[config.mk]
export PLATFORM = sky130hd
export DESIGN_NAME = debounce_sync
export DESIGN_NICKNAME = d
export VERILOG_FILES = /design/src/rtl/debounce_sync.sv
export SDC_FILE = /design/constraint.sdc
export NUM_CORES = 1
export LEC_CHECK = 0
export ABC_CLOCK_PERIOD_IN_PS = 1600
export CELL_PAD_IN_SITES_DETAIL_PLACEMENT = 1
export CELL_PAD_IN_SITES_GLOBAL_PLACEMENT = 2
export CORE_MARGIN = 2
export CORE_UTILIZATION = 25
export CTS_BUF_LIST = sky130_fd_sc_hd__clkbuf_2
export CTS_CLUSTER_DIAMETER = 150
export DETAILED_ROUTE_END_ITERATION = 10
export PLACE_DENSITY_LB_ADDON = 0.1
export SLEW_MARGIN = 25
export SYNTH_ARGS = -nofsm -noshare
export SYNTH_HDL_FRONTEND = slang
export SYNTH_SLANG_ARGS = --single-unit
[constraint.sdc]
create_clock -name clk -period 1.6 [get_ports clk]
set_clock_uncertainty 0.2 [all_clocks]
set_input_delay 0.16 -clock clk [delete_from_list [all_inputs] [get_ports clk]]
set_output_delay 0.16 -clock clk [all_outputs]
set_load 0.01 [all_outputs]
[src/rtl/debounce_sync.sv]
// rtl/debounce_sync.sv - raw level input synchronizer, debouncer and press counter
//
// Purpose:
//   Takes a raw asynchronous level, such as a push-button or switch.
//   Brings it into the clk domain through a two-flop synchronizer.
//   Accepts a level change only after STABLE_CYCLES consecutive identical
//   synchronized samples. Also counts accepted rising edges.
//
// Ports:
//   clk      in   system clock, rising-edge active
//   rst      in   synchronous active-high reset, highest priority
//   din      in   raw asynchronous level
//   cnt_clr  in   synchronous clear of evt_cnt; wins over a same-edge rise
//   dout     out  debounced level
//   rise     out  one-cycle pulse on the first cycle of dout=1
//   fall     out  one-cycle pulse on the first cycle of dout=0
//   busy     out  high while a level change is being qualified
//   evt_cnt  out  accepted rises, modulo 2^EVT_W
module debounce_sync #(
    parameter int STABLE_CYCLES = 4,
    parameter int CW            = 3,
    parameter int EVT_W         = 8
) (
    input  logic             clk,
    input  logic             rst,
    input  logic             din,
    input  logic             cnt_clr,
    output logic             dout,
    output logic             rise,
    output logic             fall,
    output logic             busy,
    output logic [EVT_W-1:0] evt_cnt
);

    typedef enum logic [1:0] {
        ST_LOW      = 2'd0,
        ST_CHK_HIGH = 2'd1,
        ST_HIGH     = 2'd2,
        ST_CHK_LOW  = 2'd3
    } state_t;

    // The first sample of a new level is counted on entry to a CHK_* state.
    // Reaching CNT_LAST with the level still present means STABLE_CYCLES
    // consecutive samples have been seen.
    localparam logic [CW-1:0]    CNT_LAST = CW'(STABLE_CYCLES - 1);
    localparam logic [CW-1:0]    CNT_ONE  = CW'(1);
    localparam logic [EVT_W-1:0] EVT_ONE  = EVT_W'(1);

    logic             s1_q, s1_d;
    logic             s2_q, s2_d;
    state_t           state_q, state_d;
    logic [CW-1:0]    cnt_q, cnt_d;
    logic             dout_q, dout_d;
    logic             rise_q, rise_d;
    logic             fall_q, fall_d;
    logic             busy_q, busy_d;
    logic [EVT_W-1:0] evt_cnt_q, evt_cnt_d;

    // Synchronizer. Only s2 is allowed to influence the FSM.
    always_comb begin
        s1_d = din;
        s2_d = s1_q;
    end

    // State register: every flop of the block, with reset taking priority.
    always_ff @(posedge clk) begin
        if (rst) begin
            s1_q      <= 1'b0;
            s2_q      <= 1'b0;
            state_q   <= ST_LOW;
            cnt_q     <= '0;
            dout_q    <= 1'b0;
            rise_q    <= 1'b0;
            fall_q    <= 1'b0;
            busy_q    <= 1'b0;
            evt_cnt_q <= '0;
        end else begin
            s1_q      <= s1_d;
            s2_q      <= s2_d;
            state_q   <= state_d;
            cnt_q     <= cnt_d;
            dout_q    <= dout_d;
            rise_q    <= rise_d;
            fall_q    <= fall_d;
            busy_q    <= busy_d;
            evt_cnt_q <= evt_cnt_d;
        end
    end

    // Next-state logic. Also computes the stability counter.
    always_comb begin
        state_d = state_q;
        cnt_d   = cnt_q;
        unique case (state_q)
            ST_LOW: begin
                if (s2_q) begin
                    state_d = ST_CHK_HIGH;
                    cnt_d   = CNT_ONE;
                end
            end
            ST_CHK_HIGH: begin
                if (!s2_q) begin
                    // Glitch: the high excursion ended before it qualified.
                    state_d = ST_LOW;
                    cnt_d   = '0;
                end else if (cnt_q == CNT_LAST) begin
                    state_d = ST_HIGH;
                    cnt_d   = '0;
                end else begin
                    cnt_d = cnt_q + CNT_ONE;
                end
            end
            ST_HIGH: begin
                if (!s2_q) begin
                    state_d = ST_CHK_LOW;
                    cnt_d   = CNT_ONE;
                end
            end
            ST_CHK_LOW: begin
                if (s2_q) begin
                    state_d = ST_HIGH;
                    cnt_d   = '0;
                end else if (cnt_q == CNT_LAST) begin
                    state_d = ST_LOW;
                    cnt_d   = '0;
                end else begin
                    cnt_d = cnt_q + CNT_ONE;
                end
            end
            default: begin
                state_d = ST_LOW;
                cnt_d   = '0;
            end
        endcase
    end

    // Output logic. Outputs are registered, so their next values are derived
    // from the transition being taken. Pulses fire only on a qualified
    // acceptance, never on a glitch return.
    always_comb begin
        dout_d    = (state_d == ST_HIGH) || (state_d == ST_CHK_LOW);
        busy_d    = (state_d == ST_CHK_HIGH) || (state_d == ST_CHK_LOW);
        rise_d    = (state_q == ST_CHK_HIGH) && (state_d == ST_HIGH);
        fall_d    = (state_q == ST_CHK_LOW) && (state_d == ST_LOW);
        evt_cnt_d = evt_cnt_q;
        if (cnt_clr) begin
            evt_cnt_d = '0;
        end else if (rise_d) begin
            evt_cnt_d = evt_cnt_q + EVT_ONE;
        end
    end

    assign dout    = dout_q;
    assign rise    = rise_q;
    assign fall    = fall_q;
    assign busy    = busy_q;
    assign evt_cnt = evt_cnt_q;

endmodule
==> impl_results.md <==
* Number of hold violations in the final report at 0
* Run status: finished with violations
* Share of post-route cells with drive strength above 1 at ~37%
* Drt first pass iters at 3
* Clock Tree Root: sky130_fd_sc_hd__clkbuf_2
* Cell type contributing the most total cell area after synthesis: sky130_fd_sc_hd__dfxtp_1
* Via count normalized by instance count at 4.75
* CP max FO at 5
* Required time of the worst setup path at between 1.5 and 2 ns
* Max-cap violations at 0
* Post-route design area at ~1200 um^2
* Fraction of registers with async set/reset at 0%
* TritonCTS clock tree: yes
* Overall routing resource usage at 13.3%
* Gpl congestion at 0.722
* CTS Buffer Depth at 2
* Fraction of synthesized cell area in xor and xnor cells at 2.21%
* Cell with the biggest individual delay on the critical path: sky130_fd_sc_hd__or4_1
* Violation count after the first detailed-route iteration at 18
* Gr ovfl total at 0
* Post-synth net total at 89
* Leading cell type in the layout, fill and taps excluded: sky130_fd_sc_hd__buf_4
* Die width at between 60 and 70 um
* Source-to-sink clock delay at the later pin of the worst-skew pair at ~0.32 ns
* Register bit total from synthesis at 18
* Number of flops mapped to enable cells by yosys at 0
* Starting density of the core at roughly a quarter
* Total of buffers placed on input and output ports at 15
* Max-slew violation total from the final report at 0
* Clock slew at the register clock pins of the worst setup and hold paths at 0.19 ns
* Vert. Die Dim at between 60 and 70 um
* Filler Cell Count at around 350
* Number of buffers created by CTS at 3
* Share of the synthesized area in compound gates (AO/OA/AOI/OAI) at about 17%
* Number of H-tree levels at 1
* Final period demand of the worst path at 1.62 ns
* FF-to-FF End: evt_cnt[3]$_SDFFE_PP0P_
* Die Outline Area at 3630 um^2
* Worst setup endpoint: evt_cnt[3]$_SDFFE_PP0P_
* Crit path cell chain: ha_4 -> nand3b_1 -> buf_6 -> or4_1 -> a21oi_1
* Worst slack after detailed placement at -0.0507 ns
* Area share of the largest cell type after synthesis at roughly 45%
* Wire length of the first global-routing pass at about 3600 um
* Synthesized area per cell at 9.54 um^2
* Area grow syn2layout at 52.8%
* IO Count at 16
* Instance area after placement at between 1000 and 1500 um^2
* Number of sinks handled by clock tree synthesis at 18
* Cells on worst reg2reg path at 5
* Type of the most critical hold path: input port to flop
* Critical Path Source: cnt_q[0]$_SDFFE_PP0P_
* Arr. time, crit path at around 1.7 ns
* Commonest cells after routing, fill and taps aside: sky130_fd_sc_hd__buf_4 (19), sky130_fd_sc_hd__a21oi_1 (9), sky130_fd_sc_hd__dfxtp_2 (9)
* CP max stage delay at ~0.47 ns
* Vias post-DR at 775
* Maximum number of pins on one net before global-route repair at 11
* Post-layout nets at 126
* Std-Cell Rows at 20
* Period utilization at 101%
* Initial antenna violation count at 0
* Peak Freq at about 600 MHz
* Worst setup margin at -0.0172 ns
* Synth Area in Adders at between 3 and 4%
* Floorplan Core Area at 3030 um^2
* Fin util at between 30% and 40%
* Detail Placement HPWL at between 1500 and 2000 um
* Simple-gate area share of the yosys netlist at 28.1%
* Worst hold path stage count at 2
* Overall Power at 0.701 mW
* Leakage power total at 0.550 nW
* Drc violations at 0
* Setup slack of the worst register-to-register path at -0.02 ns
* Detailed-route wire length at 2150 um
* Actual transition at the worst max-transition pin at approximately 0.27 ns
* Via count of the first global-routing pass at 776
* Total setup violations reported at the end of the flow at 2
* Commonest register cell after synthesis: sky130_fd_sc_hd__dfxtp_1
* Share of synthesized area occupied by flip-flops and latches at 45.5%
* Category of the worst setup path launch point: flop
* Post-Synthesis Cells at 83
* Mux contribution to synthesized area at 0%
* R2R Path Start: cnt_q[0]$_SDFFE_PP0P_
* Dominant combinational cell family by area after synthesis: simple AND/OR/NAND/NOR gates
* Number of diodes at 0
* Synth area leaders: sky130_fd_sc_hd__dfxtp_1 (45%), sky130_fd_sc_hd__a21oi_1 (6.3%), sky130_fd_sc_hd__o31ai_1 (4.7%)
* Final ANT Viol Nets at 0
* Setup repair after global routing missed its margin: yes
* Cell area after synthesis at roughly 790 um^2
* Synth warnings at 0
* Routed wire length per instance at around 13 um
* CP Class: flop to flop
* Number of distinct standard cells referenced by the synthesized netlist at 30
* Number of hold buffers added after CTS at 0
* Maximum vdd ir drop at 0.325 mV
* Total power per unit cell area at 580 nW/um^2
* Violations in the final reports: negative setup slack
* Crit path capture type: flop
* Max-slew headroom at approximately four fifths
==> stage by stage <==
stage,TNS [ns],hold slack (ns),std cells
5_1_grt,-0.377,0.173,163
6_report,-0.0187,0.185,163
2_1_floorplan,0,0.0882,83
4_1_cts,-0.0754,0.154,163
3_3_place_gp,0,0.226,151
3_5_place_dp,-0.132,0.229,151
==> what timing repair did <==
item,4_1_cts,5_1_grt
pin swaps,8,0
cloned,1,0
gates resized for setup,27,7
buffers inserted,7,0
endpoints found under the setup margin,15,11
==> flip-flops by register name, summed over array words and instances, names as in the netlist <==
register / flops
busy: 1
evt_cnt: 8
s1_q: 1
cnt_q: 3
fall: 1
state_q: 2
s2_q: 1
rise: 1
==> layout make-up <==
type | instances | area, um^2 | area share (%)
Sequential cell | 18 | 383 | 31.6
Timing Repair Buffer | 36 | 308 | 25.4
Inverter | 4 | 15.0 | 1.24
Multi-Input combinational cell | 57 | 430 | 35.6
Tap cell | 44 | 55.1 | 4.55
Clock inverter | 1 | 3.75 | 0.310
Clock buffer | 3 | 15.0 | 1.24
==> how the worst min path moves through the flow <==
stage                          from              end  slack, ns
finish                          din  s1_q$_SDFF_PP0_       0.18
global route                    din  s1_q$_SDFF_PP0_       0.17
CTS                             din  s1_q$_SDFF_PP0_       0.15
detailed placement  s1_q$_SDFF_PP0_  s2_q$_SDFF_PP0_       0.23
global placement    s1_q$_SDFF_PP0_  s2_q$_SDFF_PP0_       0.23
floorplan                       din  s1_q$_SDFF_PP0_       0.09
==> report_power, final <==
group          internal, mW  leakage [nW]  switching [mW]
logic                0.0197         0.383          0.0208
clock network        0.0544        0.0140           0.153
registers             0.450         0.153         0.00420
==> synth_stat cells (2+ instances only) <==
| cell | n |
|---|---|
| sky130_fd_sc_hd__inv_1 | 4 |
| sky130_fd_sc_hd__nand3_1 | 4 |
| sky130_fd_sc_hd__nand2_1 | 2 |
| sky130_fd_sc_hd__a21oi_1 | 10 |
| sky130_fd_sc_hd__ha_1 | 2 |
| sky130_fd_sc_hd__o31ai_1 | 5 |
| sky130_fd_sc_hd__nor2b_1 | 2 |
| sky130_fd_sc_hd__clkbuf_1 | 3 |
| sky130_fd_sc_hd__nor2_1 | 2 |
| sky130_fd_sc_hd__nand4_1 | 2 |
| sky130_fd_sc_hd__nand4b_1 | 2 |
| sky130_fd_sc_hd__nor3_1 | 4 |
| sky130_fd_sc_hd__or4_1 | 5 |
| sky130_fd_sc_hd__or3_1 | 2 |
| sky130_fd_sc_hd__dfxtp_1 | 18 |
| sky130_fd_sc_hd__o21ai_0 | 2 |
==> worst max-delay path: cells and delay by family, from the launching register on <==
kind                     cells  cell delay, ns
AND/OR/NAND/NOR              2            0.57
AO/OA/AOI/OAI                1            0.13
buffers and inverters        1            0.15
flip-flops                   1            0.40
adder cells (fa/ha/maj)      1            0.13
==> metal layers <==
layer / vias up / wire length [um] / part of all wire (%) / global-route usage, %
met5: - / 0 / 0 / 0
met1: 376 / 936 / 44 / 15.1
li1: 386 / - / - / -
met2: 11 / 1110 / 52 / 23.4
met4: 0 / 19 / 0.88 / 4.44
met3: 2 / 80 / 3.7 / 4.11
==> cells by family (layout without fill, tap and decap cells) <==
| logic type | Yosys count | count (layout) |
|---|---|---|
| xor+xnor | 2 | 2 |
| simple gates | 32 | 32 |
| compound gates | 21 | 21 |
| fa+ha+maj | 2 | 2 |
| flops | 18 | 18 |
| buf+inv | 8 | 44 |
Power figures use the tool's default switching activity.
